### config.mk
export PLATFORM = sky130hd
export DESIGN_NAME = ex2_mem1_skid_stage
export DESIGN_NICKNAME = d
export VERILOG_FILES = /design/src/rtl/ex2_mem1_skid_stage.sv
export SDC_FILE = /design/constraint.sdc
export NUM_CORES = 1
export LEC_CHECK = 0
export CORE_AREA = 4 4 125 217
export DETAILED_ROUTE_END_ITERATION = 10
export DIE_AREA = 0 0 129 221
export PLACE_DENSITY = 0.76
export SETUP_SLACK_MARGIN = 0.1
export SLEW_MARGIN = 25
export SYNTH_ARGS = -nofsm -noshare
export SYNTH_HDL_FRONTEND = slang
export SYNTH_SLANG_ARGS = --single-unit
export TNS_END_PERCENT = 5
### constraint.sdc
create_clock -name clk -period 2 [get_ports clk]
set_input_delay 0.2 -clock clk [delete_from_list [all_inputs] [get_ports clk]]
set_output_delay 0.2 -clock clk [all_outputs]
set_load 0.01 [all_outputs]
### src/rtl/ex2_mem1_skid_stage.sv
// EX2->MEM1 two-entry skid buffer with optional address increment on capture.
// Optional per-thread flush is enabled by defining EX2_MEM1_THREAD_FLUSH_EN.
module ex2_mem1_skid_stage #(
   parameter int IMMEDIATE_WIDTH   = 16,
   parameter int DATA_WIDTH        = 64,
   parameter int REG_INDEX_BITS    = 5,
   parameter int THREAD_INDEX_BITS = 3
) (
   input  logic                         clk,
   input  logic                         reset_n,
   input  logic                         in_valid,
   output logic                         in_ready,
   input  logic                         in_increment_flag,
   input  logic                         in_load_word_flag,
   input  logic                         in_store_word_flag,
   input  logic [IMMEDIATE_WIDTH-1:0]   in_immediate,
   input  logic [THREAD_INDEX_BITS-1:0] in_thread_index,
   input  logic [REG_INDEX_BITS-1:0]    in_reg_index,
   input  logic [DATA_WIDTH-1:0]        in_data,
   output logic                         out_valid,
   input  logic                         out_ready,
   output logic                         out_increment_flag,
   output logic                         out_load_word_flag,
   output logic                         out_store_word_flag,
   output logic [IMMEDIATE_WIDTH-1:0]   out_immediate,
   output logic [THREAD_INDEX_BITS-1:0] out_thread_index,
   output logic [REG_INDEX_BITS-1:0]    out_reg_index,
   output logic [DATA_WIDTH-1:0]        out_data
`ifdef EX2_MEM1_THREAD_FLUSH_EN
   ,
   input  logic                         in_flush,
   input  logic [THREAD_INDEX_BITS-1:0] in_flush_thread
`endif
);

   typedef enum logic [1:0] {
      ST_EMPTY,
      ST_ONE,
      ST_FULL
   } state_t;

   typedef struct packed {
      logic                         incr;
      logic                         load;
      logic                         store;
      logic [IMMEDIATE_WIDTH-1:0]   imm;
      logic [THREAD_INDEX_BITS-1:0] thread;
      logic [REG_INDEX_BITS-1:0]    regIdx;
      logic [DATA_WIDTH-1:0]        data;
   } entry_t;

   state_t r_state;
   entry_t r_head;
   entry_t r_skid;
   logic   r_inReady;
   logic   r_outValid;

   logic                  w_push;
   logic                  w_pop;
   logic [DATA_WIDTH-1:0] w_immExt;
   entry_t                w_inEntry;
   logic                  w_keepHead;
   logic                  w_keepSkid;
   logic                  w_keepIn;
   logic [1:0]            w_count;
   entry_t                w_nextHead;
   entry_t                w_nextSkid;
   state_t                w_nextState;

   assign w_push   = in_valid & r_inReady;
   assign w_pop    = r_outValid & out_ready;
   assign w_immExt = DATA_WIDTH'($signed(in_immediate));

   // The address add happens on capture so MEM1 sees a final address.
   always_comb begin
      w_inEntry        = '0;
      w_inEntry.incr   = in_increment_flag;
      w_inEntry.load   = in_load_word_flag;
      w_inEntry.store  = in_store_word_flag;
      w_inEntry.imm    = in_immediate;
      w_inEntry.thread = in_thread_index;
      w_inEntry.regIdx = in_reg_index;
      w_inEntry.data   = in_increment_flag ? (in_data + w_immExt) : in_data;
   end

   // Survivors in age order: head, skid, incoming; popped head is already delivered.
   always_comb begin
      w_keepHead = (r_state != ST_EMPTY) && !w_pop;
      w_keepSkid = (r_state == ST_FULL);
      w_keepIn   = w_push;
`ifdef EX2_MEM1_THREAD_FLUSH_EN
      if (in_flush) begin
         if (r_head.thread == in_flush_thread)
            w_keepHead = 1'b0;
         if (r_skid.thread == in_flush_thread)
            w_keepSkid = 1'b0;
         if (in_thread_index == in_flush_thread)
            w_keepIn = 1'b0;
      end
`endif
   end

   always_comb begin
      w_nextHead = r_head;
      w_nextSkid = r_skid;
      w_count    = {1'b0, w_keepHead} + {1'b0, w_keepSkid} + {1'b0, w_keepIn};
      if (w_keepHead) begin
         if (w_keepSkid)
            w_nextSkid = r_skid;
         else if (w_keepIn)
            w_nextSkid = w_inEntry;
      end else if (w_keepSkid) begin
         w_nextHead = r_skid;
         if (w_keepIn)
            w_nextSkid = w_inEntry;
      end else if (w_keepIn) begin
         w_nextHead = w_inEntry;
      end
      case (w_count)
         2'd0:    w_nextState = ST_EMPTY;
         2'd1:    w_nextState = ST_ONE;
         default: w_nextState = ST_FULL;
      endcase
   end

   always_ff @(posedge clk or negedge reset_n) begin
      if (!reset_n) begin
         r_state    <= ST_EMPTY;
         r_head     <= '0;
         r_skid     <= '0;
         r_inReady  <= 1'b0;
         r_outValid <= 1'b0;
      end else begin
         r_state    <= w_nextState;
         r_head     <= w_nextHead;
         r_skid     <= w_nextSkid;
         r_inReady  <= (w_nextState != ST_FULL);
         r_outValid <= (w_nextState != ST_EMPTY);
      end
   end

   assign in_ready            = r_inReady;
   assign out_valid           = r_outValid;
   assign out_increment_flag  = r_head.incr;
   assign out_load_word_flag  = r_head.load;
   assign out_store_word_flag = r_head.store;
   assign out_immediate       = r_head.imm;
   assign out_thread_index    = r_head.thread;
   assign out_reg_index       = r_head.regIdx;
   assign out_data            = r_head.data;

endmodule

==> out/metrics.csv <==
metric;value;unit
status;finished, violations left;
violated checks;negative setup slack;
crit path time final;2590;ps
Crit Reg-Reg Endpoint;r_skid[29]$_DFFE_PN0P_;
final std cells w/o fill;2328;
max_slew headroom;60.3;%
final WL;49.5;mm
DIE AREA;28500;sq um
Crit path depth;14;
CP max stage delay;450;ps
reg2reg path depth;9;
Max Cap Viol;0;
CP delay by family, top;compound AO/OA/AOI/OAI gates;
area growth from synthesis to layout;54.8;%
Critical Path Source;in_immediate[15];
Critical Path End Type;flip-flop;
CTS Root Buffer Type;clkbuf_16;
Max clock buf depth;2;
syn_area_per_cell;8.13;sq um
number of global-route vias before repair;14500;
vias after detailed routing;14200;
CTS Buf Count;17;
final setup TNS;-31660;ps
Fmax;0.387;GHz
fin crit share;129;%
Critical-path top delay cell;a2111oi_4;
reg2reg start;r_state[0]$_DFF_PN0_;
placer congestion estimate;0.974;
initial antenna violation count;1;
Startpoint Class;primary input;
fin util;76.7;%
clock latency on the worst-skew pair;460;ps
Max FO, Critical Path;17;
worst hold-check path type;in -> reg;
die span in y;221;microns
All-Layer GR Usage;33.0;%
Nets;2158;
share of layout cells above drive strength 1;31.6;%
post-route clock skew;11.3;ps
Worst Hold Slack;27.2;ps
crit-path cells;buf_16 > buf_16 > ha_4 > buf_4 > nand3_2 > nor2_4 > nand3_2 > a31oi_4 > a211oi_2 > buf_4 > a2111oi_4 > or3_1 > a311oi_1 > o31ai_1;
RSZ-0062 raised after global routing;true;
Setup Viol. Count Final;91;
Die X;129;microns
global-route wire length before repair;74.8;mm
# clock sinks;186;
worst vdd ir;0.858;mV
Unique masters post-synth;79;
max-slew violations;0;
sequential area share after synthesis;37.2;%
Pre-Repair DR Iteration Count;6;
final hold vios;0;
via/cell ratio;6.09;
post-synthesis net count;1699;
#FFs+latches synth;186;
H-tree levels;4;
share of synthesized registers carrying an async set or reset;100;%
PortBufs;187;
DR iter-0 viols;1069;
arrival time worst endpoint;2940;ps
Syn Inst Count;1539;
global route overflow;0;
CP Data Required Time;2360;ps
Crit Path Class;in -> reg;
synth warn;0;
Initial Utilization;49.5;%
number of enable flip-flop cells after synthesis;0;
Placed Area;17100;sq um
post-route ant nets;0;
Mapped Area;12500;sq um
measured slew at the worst slew-check pin;596;ps
pin count of the biggest net entering global routing;90;
CP Capture Point;out_data[54]$_DFFE_PN0P_;
Main synth FF type;dfrtp_1;
static leakage;8.69;nW
HPWL Detailed;34.2;mm
slack of the critical path;-585;ps
placed insts;2250;
Clock Pin Slew Worst Setup and Hold Paths;80;ps
worst slack at placement;-1430;ps
core box area;25200;sq um
Bufs and invs on worst path;4;
routed len/inst;21.2;microns
post-route cell area;19400;sq um
drc violations;0;
flop2flop setup slack;130;ps
PwrDens;1120;nW/um^2
Ports;188;
row count;77;
TritonCTS clock tree;done;
total power;21.6;mW
## cell type report
cell class / instances / area (sq um)
diodes: 1 / 2.50
clock buffers: 18 / 439
clock inverters: 14 / 154
fillers: 1699 / 5880
inverters: 25 / 93.8
multi-input cells: 1219 / 8710
flip-flops and latches: 186 / 4650
well taps: 316 / 395
repair buffers: 549 / 4910
## timing repair
action | CTS | global route
setup buffers | 25 | 10
pin swaps | 113 | 43
hold endpoints to repair | 67 | 0
cloned | 3 | 0
gates resized for setup | 333 | 97
setup endpoints to repair | 118 | 120
hold buffers | 7 | 0
## routing by layer
layer	up-vias	track usage (%)	share of wire [%]
li1	6429	-	-
met1	6817	36.1	35
met2	693	57.8	51
met3	246	4.39	5.2
met4	0	22.6	8.2
met5	-	0	0
## state kept, by name (all words and copies together) (netlist names)
| register | cells |
|---|---|
| r_skid | 91 |
| out_data | 64 |
| out_immediate | 16 |
| out_reg_index | 5 |
| out_thread_index | 3 |
| r_state | 2 |
| in_ready | 1 |
| out_increment_flag | 1 |
| out_load_word_flag | 1 |
| out_store_word_flag | 1 |
| out_valid | 1 |
## worst min path at each step
stage                                from                           end  slack [ps]  cells past startpoint
final                     in_immediate[2]  out_immediate[2]$_DFFE_PN0P_          30                      3
after global routing      in_immediate[2]  out_immediate[2]$_DFFE_PN0P_          20                      3
after CTS                 in_immediate[7]  out_immediate[7]$_DFFE_PN0P_           5                      3
after detailed placement          reset_n        r_skid[57]$_DFFE_PN0P_         250                      1
after global placement            reset_n        r_skid[57]$_DFFE_PN0P_         240                      1
after floorplan                   reset_n            in_ready$_DFF_PN0_        -100                      0
## cells by family after synthesis
kind of cell / Yosys count / share of synthesized area, %
multiplexers: 42 / 3.43
AO/OA/AOI/OAI: 499 / 25.1
flip-flops: 186 / 37.2
XOR/XNOR: 41 / 2.87
adder cells (fa/ha/maj): 65 / 6.62
AND/OR/NAND/NOR: 572 / 20.2
buffers and inverters: 134 / 4.59
## synthesized netlist by cell type, drive strengths merged, types with 12 or more instances
library cell / number / area [sq um]
a211oi: 20 / 155
a21o: 51 / 384
a21oi: 126 / 631
a31oi: 47 / 294
and3: 21 / 133
buf: 33 / 188
clkbuf: 76 / 293
dfrtp: 186 / 4650
ha: 63 / 788
inv: 24 / 90.1
mux2i: 35 / 350
nand2: 300 / 1130
nand3: 14 / 70.1
nand4: 30 / 194
nor2: 119 / 447
nor2b: 12 / 75.1
nor3: 27 / 140
o21ai: 156 / 781
o21bai: 14 / 105
or3: 17 / 106
xnor2: 27 / 236
xor2: 14 / 123
## cell usage in the layout (no fill, tap or decap), drive strengths merged, types with 8 or more instances in the layout
cell,instances
nor2b,12
or3,17
o21a,8
a21oi,126
a211oi,20
o21ai,156
nand4,30
ha,63
o21bai,14
nand2b,8
nand3,14
o31ai,10
a31oi,47
a21o,51
xor2,14
xnor2,27
and3,21
nor3,27
clkbuf,20
buf,371
mux2i,35
clkdlybuf4s50,124
dfrtp,186
dlygate4sd2,33
nor4,8
inv,31
clkdlybuf4s15,11
nor2,119
o211ai,9
nand2,300
## report_power, final
| part | switching, mW | internal, mW | total [mW] | leakage [nW] |
|---|---|---|---|---|
| combinational | 6.09 | 5.39 | 11.5 | 6.15 |
| sequential | 1.08 | 5.61 | 6.69 | 2.25 |
| clock | 1.67 | 1.80 | 3.47 | 0.290 |
| total | 8.84 | 12.8 | 21.6 | 8.69 |
## worst min-delay path: cells and delay by family
family                 cells  cell delay [ps]
AOI/OAI and AO/OA          1               70
buffers and inverters      1              130
and+or+nand+nor            1               60
(Power assumes the default switching activity.)
